--- src/rtl/mips32_alu_pkg.sv ---
// Shared definitions for the MIPS32 ALU-op encoder: ALU_op codes, opcode/funct
// values and the decoded control bundle.
package mips32_alu_pkg;

    localparam logic [3:0] ALU_OP_ADDU = 4'b0000;
    localparam logic [3:0] ALU_OP_ADD  = 4'b0001;
    localparam logic [3:0] ALU_OP_SUBU = 4'b0010;
    localparam logic [3:0] ALU_OP_SUB  = 4'b0011;
    localparam logic [3:0] ALU_OP_AND  = 4'b0100;
    localparam logic [3:0] ALU_OP_OR   = 4'b0101;
    localparam logic [3:0] ALU_OP_XOR  = 4'b0110;
    localparam logic [3:0] ALU_OP_NOR  = 4'b0111;
    localparam logic [3:0] ALU_OP_LUI  = 4'b1000;
    localparam logic [3:0] ALU_OP_SRA  = 4'b1001;
    localparam logic [3:0] ALU_OP_SLTU = 4'b1010;
    localparam logic [3:0] ALU_OP_SLT  = 4'b1011;
    localparam logic [3:0] ALU_OP_SLL  = 4'b1110;
    localparam logic [3:0] ALU_OP_SRL  = 4'b1111;

    localparam logic [5:0] OP_RTYPE = 6'b000000;
    localparam logic [5:0] OP_BEQ   = 6'b000100;
    localparam logic [5:0] OP_BNE   = 6'b000101;
    localparam logic [5:0] OP_ADDI  = 6'b001000;
    localparam logic [5:0] OP_ADDIU = 6'b001001;
    localparam logic [5:0] OP_SLTI  = 6'b001010;
    localparam logic [5:0] OP_SLTIU = 6'b001011;
    localparam logic [5:0] OP_ANDI  = 6'b001100;
    localparam logic [5:0] OP_ORI   = 6'b001101;
    localparam logic [5:0] OP_XORI  = 6'b001110;
    localparam logic [5:0] OP_LUI   = 6'b001111;
    localparam logic [5:0] OP_LW    = 6'b100011;
    localparam logic [5:0] OP_SW    = 6'b101011;

    localparam logic [5:0] FN_SLL  = 6'b000000;
    localparam logic [5:0] FN_SRL  = 6'b000010;
    localparam logic [5:0] FN_SRA  = 6'b000011;
    localparam logic [5:0] FN_ADD  = 6'b100000;
    localparam logic [5:0] FN_ADDU = 6'b100001;
    localparam logic [5:0] FN_SUB  = 6'b100010;
    localparam logic [5:0] FN_SUBU = 6'b100011;
    localparam logic [5:0] FN_AND  = 6'b100100;
    localparam logic [5:0] FN_OR   = 6'b100101;
    localparam logic [5:0] FN_XOR  = 6'b100110;
    localparam logic [5:0] FN_NOR  = 6'b100111;
    localparam logic [5:0] FN_SLT  = 6'b101010;
    localparam logic [5:0] FN_SLTU = 6'b101011;

    typedef struct packed {
        logic [3:0] alu_op;
        logic       imm_sel;
        logic       imm_zext;
        logic       ovf_en;
        logic       illegal;
    } dec_t;

    localparam dec_t DEC_ZERO    = '{alu_op: ALU_OP_ADDU, imm_sel: 1'b0, imm_zext: 1'b0,
                                     ovf_en: 1'b0, illegal: 1'b0};
    localparam dec_t DEC_ILLEGAL = '{alu_op: ALU_OP_ADDU, imm_sel: 1'b0, imm_zext: 1'b0,
                                     ovf_en: 1'b0, illegal: 1'b1};

    function automatic dec_t dec_ok(input logic [3:0] op, input logic sel,
                                    input logic zext, input logic ovf);
        dec_t d;
        d.alu_op   = op;
        d.imm_sel  = sel;
        d.imm_zext = zext;
        d.ovf_en   = ovf;
        d.illegal  = 1'b0;
        return d;
    endfunction

endpackage

--- src/rtl/mips32_instr_dec.sv ---
// Pure combinational mapping from a MIPS32 instruction word to the ALU control
// bundle; unrecognised encodings yield the illegal bundle (ALU_op = ADDU).
module mips32_instr_dec
    import mips32_alu_pkg::*;
(
    input  logic [31:0] i_instr,
    output dec_t        o_dec
);

    logic [5:0] w_opcode;
    logic [5:0] w_funct;
    logic       w_unused_fields;

    assign w_opcode        = i_instr[31:26];
    assign w_funct         = i_instr[5:0];
    // Register and immediate fields do not influence the ALU operation.
    assign w_unused_fields = ^i_instr[25:6];

    always_comb begin
        // NOTE: default assigned first so every path drives o_dec and no latch is inferred.
        o_dec = DEC_ILLEGAL;
        case (w_opcode)
            OP_RTYPE: begin
                case (w_funct)
                    FN_ADD:  o_dec = dec_ok(ALU_OP_ADD,  1'b0, 1'b0, 1'b1);
                    FN_ADDU: o_dec = dec_ok(ALU_OP_ADDU, 1'b0, 1'b0, 1'b0);
                    FN_SUB:  o_dec = dec_ok(ALU_OP_SUB,  1'b0, 1'b0, 1'b1);
                    FN_SUBU: o_dec = dec_ok(ALU_OP_SUBU, 1'b0, 1'b0, 1'b0);
                    FN_AND:  o_dec = dec_ok(ALU_OP_AND,  1'b0, 1'b0, 1'b0);
                    FN_OR:   o_dec = dec_ok(ALU_OP_OR,   1'b0, 1'b0, 1'b0);
                    FN_XOR:  o_dec = dec_ok(ALU_OP_XOR,  1'b0, 1'b0, 1'b0);
                    FN_NOR:  o_dec = dec_ok(ALU_OP_NOR,  1'b0, 1'b0, 1'b0);
                    FN_SLT:  o_dec = dec_ok(ALU_OP_SLT,  1'b0, 1'b0, 1'b0);
                    FN_SLTU: o_dec = dec_ok(ALU_OP_SLTU, 1'b0, 1'b0, 1'b0);
                    FN_SLL:  o_dec = dec_ok(ALU_OP_SLL,  1'b0, 1'b0, 1'b0);
                    FN_SRL:  o_dec = dec_ok(ALU_OP_SRL,  1'b0, 1'b0, 1'b0);
                    FN_SRA:  o_dec = dec_ok(ALU_OP_SRA,  1'b0, 1'b0, 1'b0);
                    default: o_dec = DEC_ILLEGAL;
                endcase
            end
            OP_ADDI:  o_dec = dec_ok(ALU_OP_ADD,  1'b1, 1'b0, 1'b1);
            OP_ADDIU: o_dec = dec_ok(ALU_OP_ADDU, 1'b1, 1'b0, 1'b0);
            OP_SLTI:  o_dec = dec_ok(ALU_OP_SLT,  1'b1, 1'b0, 1'b0);
            OP_SLTIU: o_dec = dec_ok(ALU_OP_SLTU, 1'b1, 1'b0, 1'b0);
            OP_ANDI:  o_dec = dec_ok(ALU_OP_AND,  1'b1, 1'b1, 1'b0);
            OP_ORI:   o_dec = dec_ok(ALU_OP_OR,   1'b1, 1'b1, 1'b0);
            OP_XORI:  o_dec = dec_ok(ALU_OP_XOR,  1'b1, 1'b1, 1'b0);
            OP_LUI:   o_dec = dec_ok(ALU_OP_LUI,  1'b1, 1'b1, 1'b0);
            OP_LW,
            OP_SW:    o_dec = dec_ok(ALU_OP_ADDU, 1'b1, 1'b0, 1'b0);
            // Branches compare registers, so the second operand stays rt.
            OP_BEQ,
            OP_BNE:   o_dec = dec_ok(ALU_OP_SUBU, 1'b0, 1'b0, 1'b0);
            default:  o_dec = DEC_ILLEGAL;
        endcase
    end

endmodule

--- src/rtl/mips32_alu_op_enc.sv ---
// Decode-stage ALU-op encoder: registered valid/ready with a main + skid output
// buffer so in_ready never depends combinationally on out_ready.
module mips32_alu_op_enc
    import mips32_alu_pkg::*;
#(
    parameter int TAG_W = 8,
    parameter int CNT_W = 16
) (
    input  logic             clk,
    input  logic             rst_n,
    input  logic             in_valid,
    output logic             in_ready,
    input  logic [31:0]      in_instr,
    input  logic [TAG_W-1:0] in_tag,
    output logic             out_valid,
    input  logic             out_ready,
    output logic [3:0]       ALU_op,
    output logic             imm_sel,
    output logic             imm_zext,
    output logic             ovf_en,
    output logic             illegal,
    output logic [TAG_W-1:0] out_tag,
    output logic [CNT_W-1:0] illegal_cnt
);

    dec_t             w_dec;
    logic             w_accept;
    logic             w_main_free;

    logic             r_main_valid;
    dec_t             r_main;
    logic [TAG_W-1:0] r_main_tag;
    logic             r_skid_valid;
    dec_t             r_skid;
    logic [TAG_W-1:0] r_skid_tag;
    logic [CNT_W-1:0] r_illegal_cnt;

    mips32_instr_dec u_dec (
        .i_instr (in_instr),
        .o_dec   (w_dec)
    );

    assign in_ready    = !r_skid_valid;
    assign w_accept    = in_valid && !r_skid_valid;
    assign w_main_free = !r_main_valid || out_ready;

    always_ff @(posedge clk or negedge rst_n) begin
        // NOTE: payload registers are reset as well as the valid bits, so every
        // data output reads zero straight out of reset.
        if (!rst_n) begin
            r_main_valid <= 1'b0;
            r_main       <= DEC_ZERO;
            r_main_tag   <= '0;
            r_skid_valid <= 1'b0;
            r_skid       <= DEC_ZERO;
            r_skid_tag   <= '0;
        end else if (w_main_free) begin
            // Skid holds the older entry, so it always refills main first.
            if (r_skid_valid) begin
                r_main_valid <= 1'b1;
                r_main       <= r_skid;
                r_main_tag   <= r_skid_tag;
                r_skid_valid <= 1'b0;
            end else begin
                r_main_valid <= w_accept;
                if (w_accept) begin
                    r_main     <= w_dec;
                    r_main_tag <= in_tag;
                end
            end
        end else if (w_accept) begin
            r_skid_valid <= 1'b1;
            r_skid       <= w_dec;
            r_skid_tag   <= in_tag;
        end
    end

    always_ff @(posedge clk or negedge rst_n) begin
        if (!rst_n) begin
            r_illegal_cnt <= '0;
        end else if (w_accept && w_dec.illegal && !(&r_illegal_cnt)) begin
            r_illegal_cnt <= r_illegal_cnt + 1'b1;
        end
    end

    assign out_valid   = r_main_valid;
    assign ALU_op      = r_main.alu_op;
    assign imm_sel     = r_main.imm_sel;
    assign imm_zext    = r_main.imm_zext;
    assign ovf_en      = r_main.ovf_en;
    assign illegal     = r_main.illegal;
    assign out_tag     = r_main_tag;
    assign illegal_cnt = r_illegal_cnt;

endmodule

--- config.mk ---
export PLATFORM = sky130hd
export DESIGN_NAME = mips32_alu_op_enc
export DESIGN_NICKNAME = d
export VERILOG_FILES = /design/src/rtl/mips32_alu_pkg.sv /design/src/rtl/mips32_instr_dec.sv /design/src/rtl/mips32_alu_op_enc.sv
export SDC_FILE = /design/constraint.sdc
export NUM_CORES = 1
export LEC_CHECK = 0
export CAP_MARGIN = 40
export CORE_ASPECT_RATIO = 1.2
export CORE_UTILIZATION = 51
export CTS_CLUSTER_SIZE = 25
export DETAILED_ROUTE_END_ITERATION = 12
export GPL_TIMING_DRIVEN = 0
export PLACE_DENSITY = 0.85
export SLEW_MARGIN = 20
export SYNTH_ARGS = -nofsm -noshare
export SYNTH_HDL_FRONTEND = slang
export SYNTH_SLANG_ARGS = --single-unit
--- constraint.sdc ---
create_clock -name clk -period 3.6 [get_ports clk]
set_clock_uncertainty 0.1 [all_clocks]
set_input_delay 0.36 -clock clk [delete_from_list [all_inputs] [get_ports clk]]
set_output_delay 0.36 -clock clk [all_outputs]
set_load 0.01 [all_outputs]
Word level (Yosys, flattened, before mapping)
Memories as Yosys holds them, arrays and structs flattened.
Index checks and enable logic that the tools add are counted.
Widths: inputs -> output; s select.
{ "word_totals": {"n_memories": 1, "in_bits": 44, "elab_cells": 53, "ram_bits": 0, "mem_bits_ro": 384, "latch_bits": 0, "regBits": 50} }
{ "op_classes": {"magnitude_cmp": 0, "div": 0, "eq_ne": 12, "n_shift": 0, "bitwise_logic": 1, "reduce_logical": 15, "mul": 0, "mux": 8, "n_addsub": 1} }
{ "memory_table": {"columns": ["memory", "words", "width", "rd", "rd_clocked_by_memory_dff", "write_ports", "line_no", "text"], "rows": [
  ["(no name shown)", 64, 6, 1, 0, 0, "mips32_instr_dec.sv:24", "case (w_funct)"]
]} }
{ "ops": {"columns": ["operator", "count"], "rows": [
  ["$pmux 8 s10", 1],
  ["$eq 6x4->1 const B", 8],
  ["$mux 8", 4],
  ["$add 16x1->16 const B", 1],
  ["$reduce_and 16->1", 1],
  ["$eq 6x3->1 const B", 2],
  ["$eq 6x6->1 const B", 2],
  ["$logic_not 6->1", 1],
  ["$reduce_and 2->1", 2],
  ["$reduce_bool 2->1", 2],
  ["$logic_and 1x1->1", 3],
  ["$logic_not 1->1", 3],
  ["$mux 1", 3],
  ["$reduce_or 3->1", 1],
  ["$reduce_or 2->1", 1],
  ["$logic_or 1x1->1", 1],
  ["$not 1->1", 1]
]} }

Logic depth before layout (Yosys ltp)
{ "logic_depth": {"word_depth": 5, "ltp_mapped": 8} }

Hierarchy
A second synthesis with hierarchy kept.
{ "hier_totals": {"cells_unflattened": 235, "hier_area_um2": 2570.0} }
{ "by_module_without_submodules": {"columns": ["mod", "cells_per_inst", "area_per_inst_um2", "n_inst"], "rows": [
  ["mips32_alu_op_enc", 185, 2242.2, 1],
  ["mips32_instr_dec", 50, 327.8, 1]
]} }

Worst setup path after synthesis
OpenSTA, ideal clock, no wires.
{ "synth_path": {"path_type": "input to register", "from": "input in_instr[28]", "to": "register r_illegal_cnt[1], in the netlist illegal_cnt[1]", "setup_time_ns": 0.125, "path_slack_ns": 1.373, "path_stages": 5, "arrival_time_ns": 2.002, "path_buffers": 0, "path_cell_list": "or3_1 > or4_4 > o311ai_4 > nand3_2 > mux2_4"} }
{ "synth_between": {"elab_chain_cells": 5} }
{ "synth_rtl": {"columns": ["element", "line_no", "text"], "rows": [
  ["from (decl)", "mips32_alu_op_enc.sv:13", "input logic [31:0] in_instr,"],
  ["$eq 6x4->1 (tied with other cells)", "mips32_instr_dec.sv:22", "case (w_opcode)"],
  ["$reduce_or 3->1 (no line) / $reduce_or 2->1 (equally long branches)", null, null],
  ["$pmux 8 s10 (*)", "mips32_instr_dec.sv:22", null],
  ["$logic_and 1x1->1 (*) (2 in series)", "mips32_alu_op_enc.sv:81", "end else if (w_accept && w_dec.illegal && !(&r_illegal_cnt)) begin"],
  ["to (signal assigned)", "mips32_alu_op_enc.sv:82", "r_illegal_cnt <= r_illegal_cnt + 1'b1;"],
  ["to (decl)", "mips32_alu_op_enc.sv:36", "logic [CNT_W-1:0] r_illegal_cnt;"]
]} }
Mark *: on every way between the ends. The rest lies on a longest branch, timed or not.
A chain may end at the register's enable or synchronous reset.

Worst setup path after layout
{ "layout_path": {"from": "input in_instr[28]", "to": "register r_illegal_cnt[7], in the netlist illegal_cnt[7]"} }
Same word-level chain as after synthesis.

==> flow_summary.toml <==
[layout]
final_common_cell = "nand2_1"
nets = 388
nFillCells = 390
final_cell_mix = "nand2_1, clkdlybuf4s50_1, dfrtp_1"
diodes = 0
area_growth_pct = 29.92
final_area_um2 = 3336
drive_gt1_share_pct = 4.956
final_cells = 401

[timing]
tightest_slew_ns = 0.7359
tns_ns = 0
rsz0062_at_grt = "no"
relSlewSlack_pct = 50.61
post-route-period-util_pct = 73.11
hold_viol_final = 0
setup_viol = 0
final.setup.worst_slack_ns = 0.9679
min_period_ns = 2.632
clock.fmax_mhz = 379.9
slew_violations = 0

[clock_tree]
cts-buffers-inserted = 5
clock_latency_ns = 0.31
clkTransAtPathRegs_ns = 0.08
h-tree-depth = 2
cts_sinks = 50
cts_tree = "yes"
cts_root_buffer = "clkbuf_8"
cts_buffer_depth = 2

[grt]
grt_pass1_vias = 2143
track_usage_pct = 25.13
antenna_found_initial = 0
grt_max_degree = 28
grt_pass1_wl_um = 9991
overflow = 0

[yosys]
async_flop_share_pct = 100.0
synthFlopType = "dfrtp_1"
synth_area_per_cell_um2 = 9.235
synth_cells = 278
synthDistinctLibCells = 44
synthesis.area_um2 = 2567
yosysSeqAreaShare_pct = 48.73
synth_nets = 324
ys_ff_latch = 50
synth_edf_count = 0
yosys_warnings = 0

[setup_path]
crit_path_max_fanout = 10
critPathKind = "input port to flip-flop"
critPathLaunchType = "input port"
arrival_ns = 2.72
required_ns = 3.69
critPathCaptureType = "flip-flop"

[place]
place.gp.congestion = 0.8227
dpl.hpwl_um = 4475
pre_cts_ws_ns = 0.6580
placedCellCount = 391
dpl_cell_area_um2 = 3203
portBuffers = 54

[pwr]
p_leak_nw = 1.450
power_mw = 1.531
ir_worst_vdd_mv = 0.3397
power_density_nw_per_um2 = 459.1

[drt]
num_vias = 2263
dr.pass1.iters = 4
wl_per_cell_um = 14.90
drt_iter0_drc = 169
drcViolationCount = 0
vias_per_cell = 5.643
wl_um = 5974
ant_nets = 0

[floorplan]
core_area_um2 = 4696
chipWidth_um = 66.77
start_util_pct = 54.68
row_count = 27
io_pins = 78
die_area_um2 = 5323
die_height_um = 79.73

[hold_path]
hold_path_class = "flip-flop to flip-flop"

[status]
status = "finished clean"

[flow_run]
max-cap-violations = 0
## state kept, by name, indices dropped and copies added (netlist names), 4 cells and up
| name | count |
|---|---|
| illegal_cnt | 16 |
| out_tag | 8 |
| r_skid | 8 |
| r_skid_tag | 8 |
| ALU_op | 4 |
## metrics by stage
stage          utilization (%)  hold WS, ns
3_5_place_dp             68.21       0.3256
2_1_floorplan                -     -0.03559
5_1_grt                  71.04       0.3999
3_3_place_gp             67.73       0.3506
6_report                 71.04       0.3822
4_1_cts                  70.77       0.3859
## per-layer routing
metal  vias to the layer above  GRT usage [%]  wire length, um
met3                        14          3.571              199
met2                        60          44.34             3181
met4                         0          10.21              146
met5                         -              0                0
met1                      1085          30.05             2447
li1                       1104              -                -
## worst paths after layout
check / start / cells after the start / slack (ns) / end
hold reg to reg: r_skid[0] / 2 / 0.38 / r_skid[0]
setup / recovery: in_instr[28] / 7 / 0.97 / illegal_cnt[7]
hold / removal: r_skid[0] / 2 / 0.38 / r_skid[0]
setup reg to reg: illegal_cnt[0] / 7 / 1.56 / illegal_cnt[7]
max in group asynchronous: rst_n / 3 / 2.35 / out_valid
min in group asynchronous: rst_n / 2 / 0.50 / illegal_cnt[1]
## cell families after synthesis
| kind of cell | after synthesis | synth area share [%] |
|---|---|---|
| muxes | 12 | 4.971 |
| DFF | 50 | 48.73 |
| xor gates and xnor gates | 12 | 4.094 |
| buffers and inverters | 22 | 3.509 |
| adders and majority gates | 2 | 0.9745 |
| AOI/OAI and AO/OA | 50 | 12.33 |
| and+or+nand+nor | 130 | 25.39 |
## final cells by class
class	instances	area, um2	area share (%)
inverters	7	26.28	0.7877
multi-input cells	206	1226	36.76
clock inverters	2	37.54	1.125
well taps	58	72.57	2.176
flip-flops and latches	50	1251	37.51
repair buffers	57	585.6	17.55
plain buffers	15	63.81	1.913
clock buffers	6	72.57	2.176
## critical path, cell delays in order
cell and delay [ns]:
clkdlybuf4s50_1 0.52, or3_1 0.44, or4_4 0.44, o311ai_4 0.44, buf_6 0.21, nand4_1 0.12, xnor2_1 0.18
## report_power, final
part	total, mW	switching [mW]	internal (mW)
clock network	0.392	0.185	0.207
logic	0.417	0.195	0.222
registers	0.722	0.0719	0.650
total	1.53	0.452	1.08
## synth_stat cells (2+ instances only)
cell	count	area (um2)
xnor2_1	12	105.1
nand4_1	15	93.84
dfrtp_1	50	1251
nand2_1	57	214.0
nand2b_1	5	31.28
mux2_1	2	22.52
nand3_1	5	25.02
or3_1	2	12.51
a21oi_1	10	50.05
and3_1	9	56.30
nor3_1	3	15.01
clkbuf_1	13	48.80
inv_1	7	26.28
mux2i_1	9	90.09
and2_1	3	18.77
a31oi_1	4	25.02
nor2b_1	2	12.51
ha_1	2	25.02
o2111ai_1	3	26.28
nor4_1	3	18.77
o31ai_1	3	22.52
o21ai_1	18	90.09
nor2_1	14	52.55
or2_2	3	18.77
o211ai_1	2	15.01
o21ai_0	4	20.02
## repair_timing
item / CTS / global route
gates resized for setup: 0 / 0
endpoints found under the hold margin: 26 / 0
buffers inserted: 0 / 0
hold buffers: 1 / 0
(Power assumes the default switching activity.)
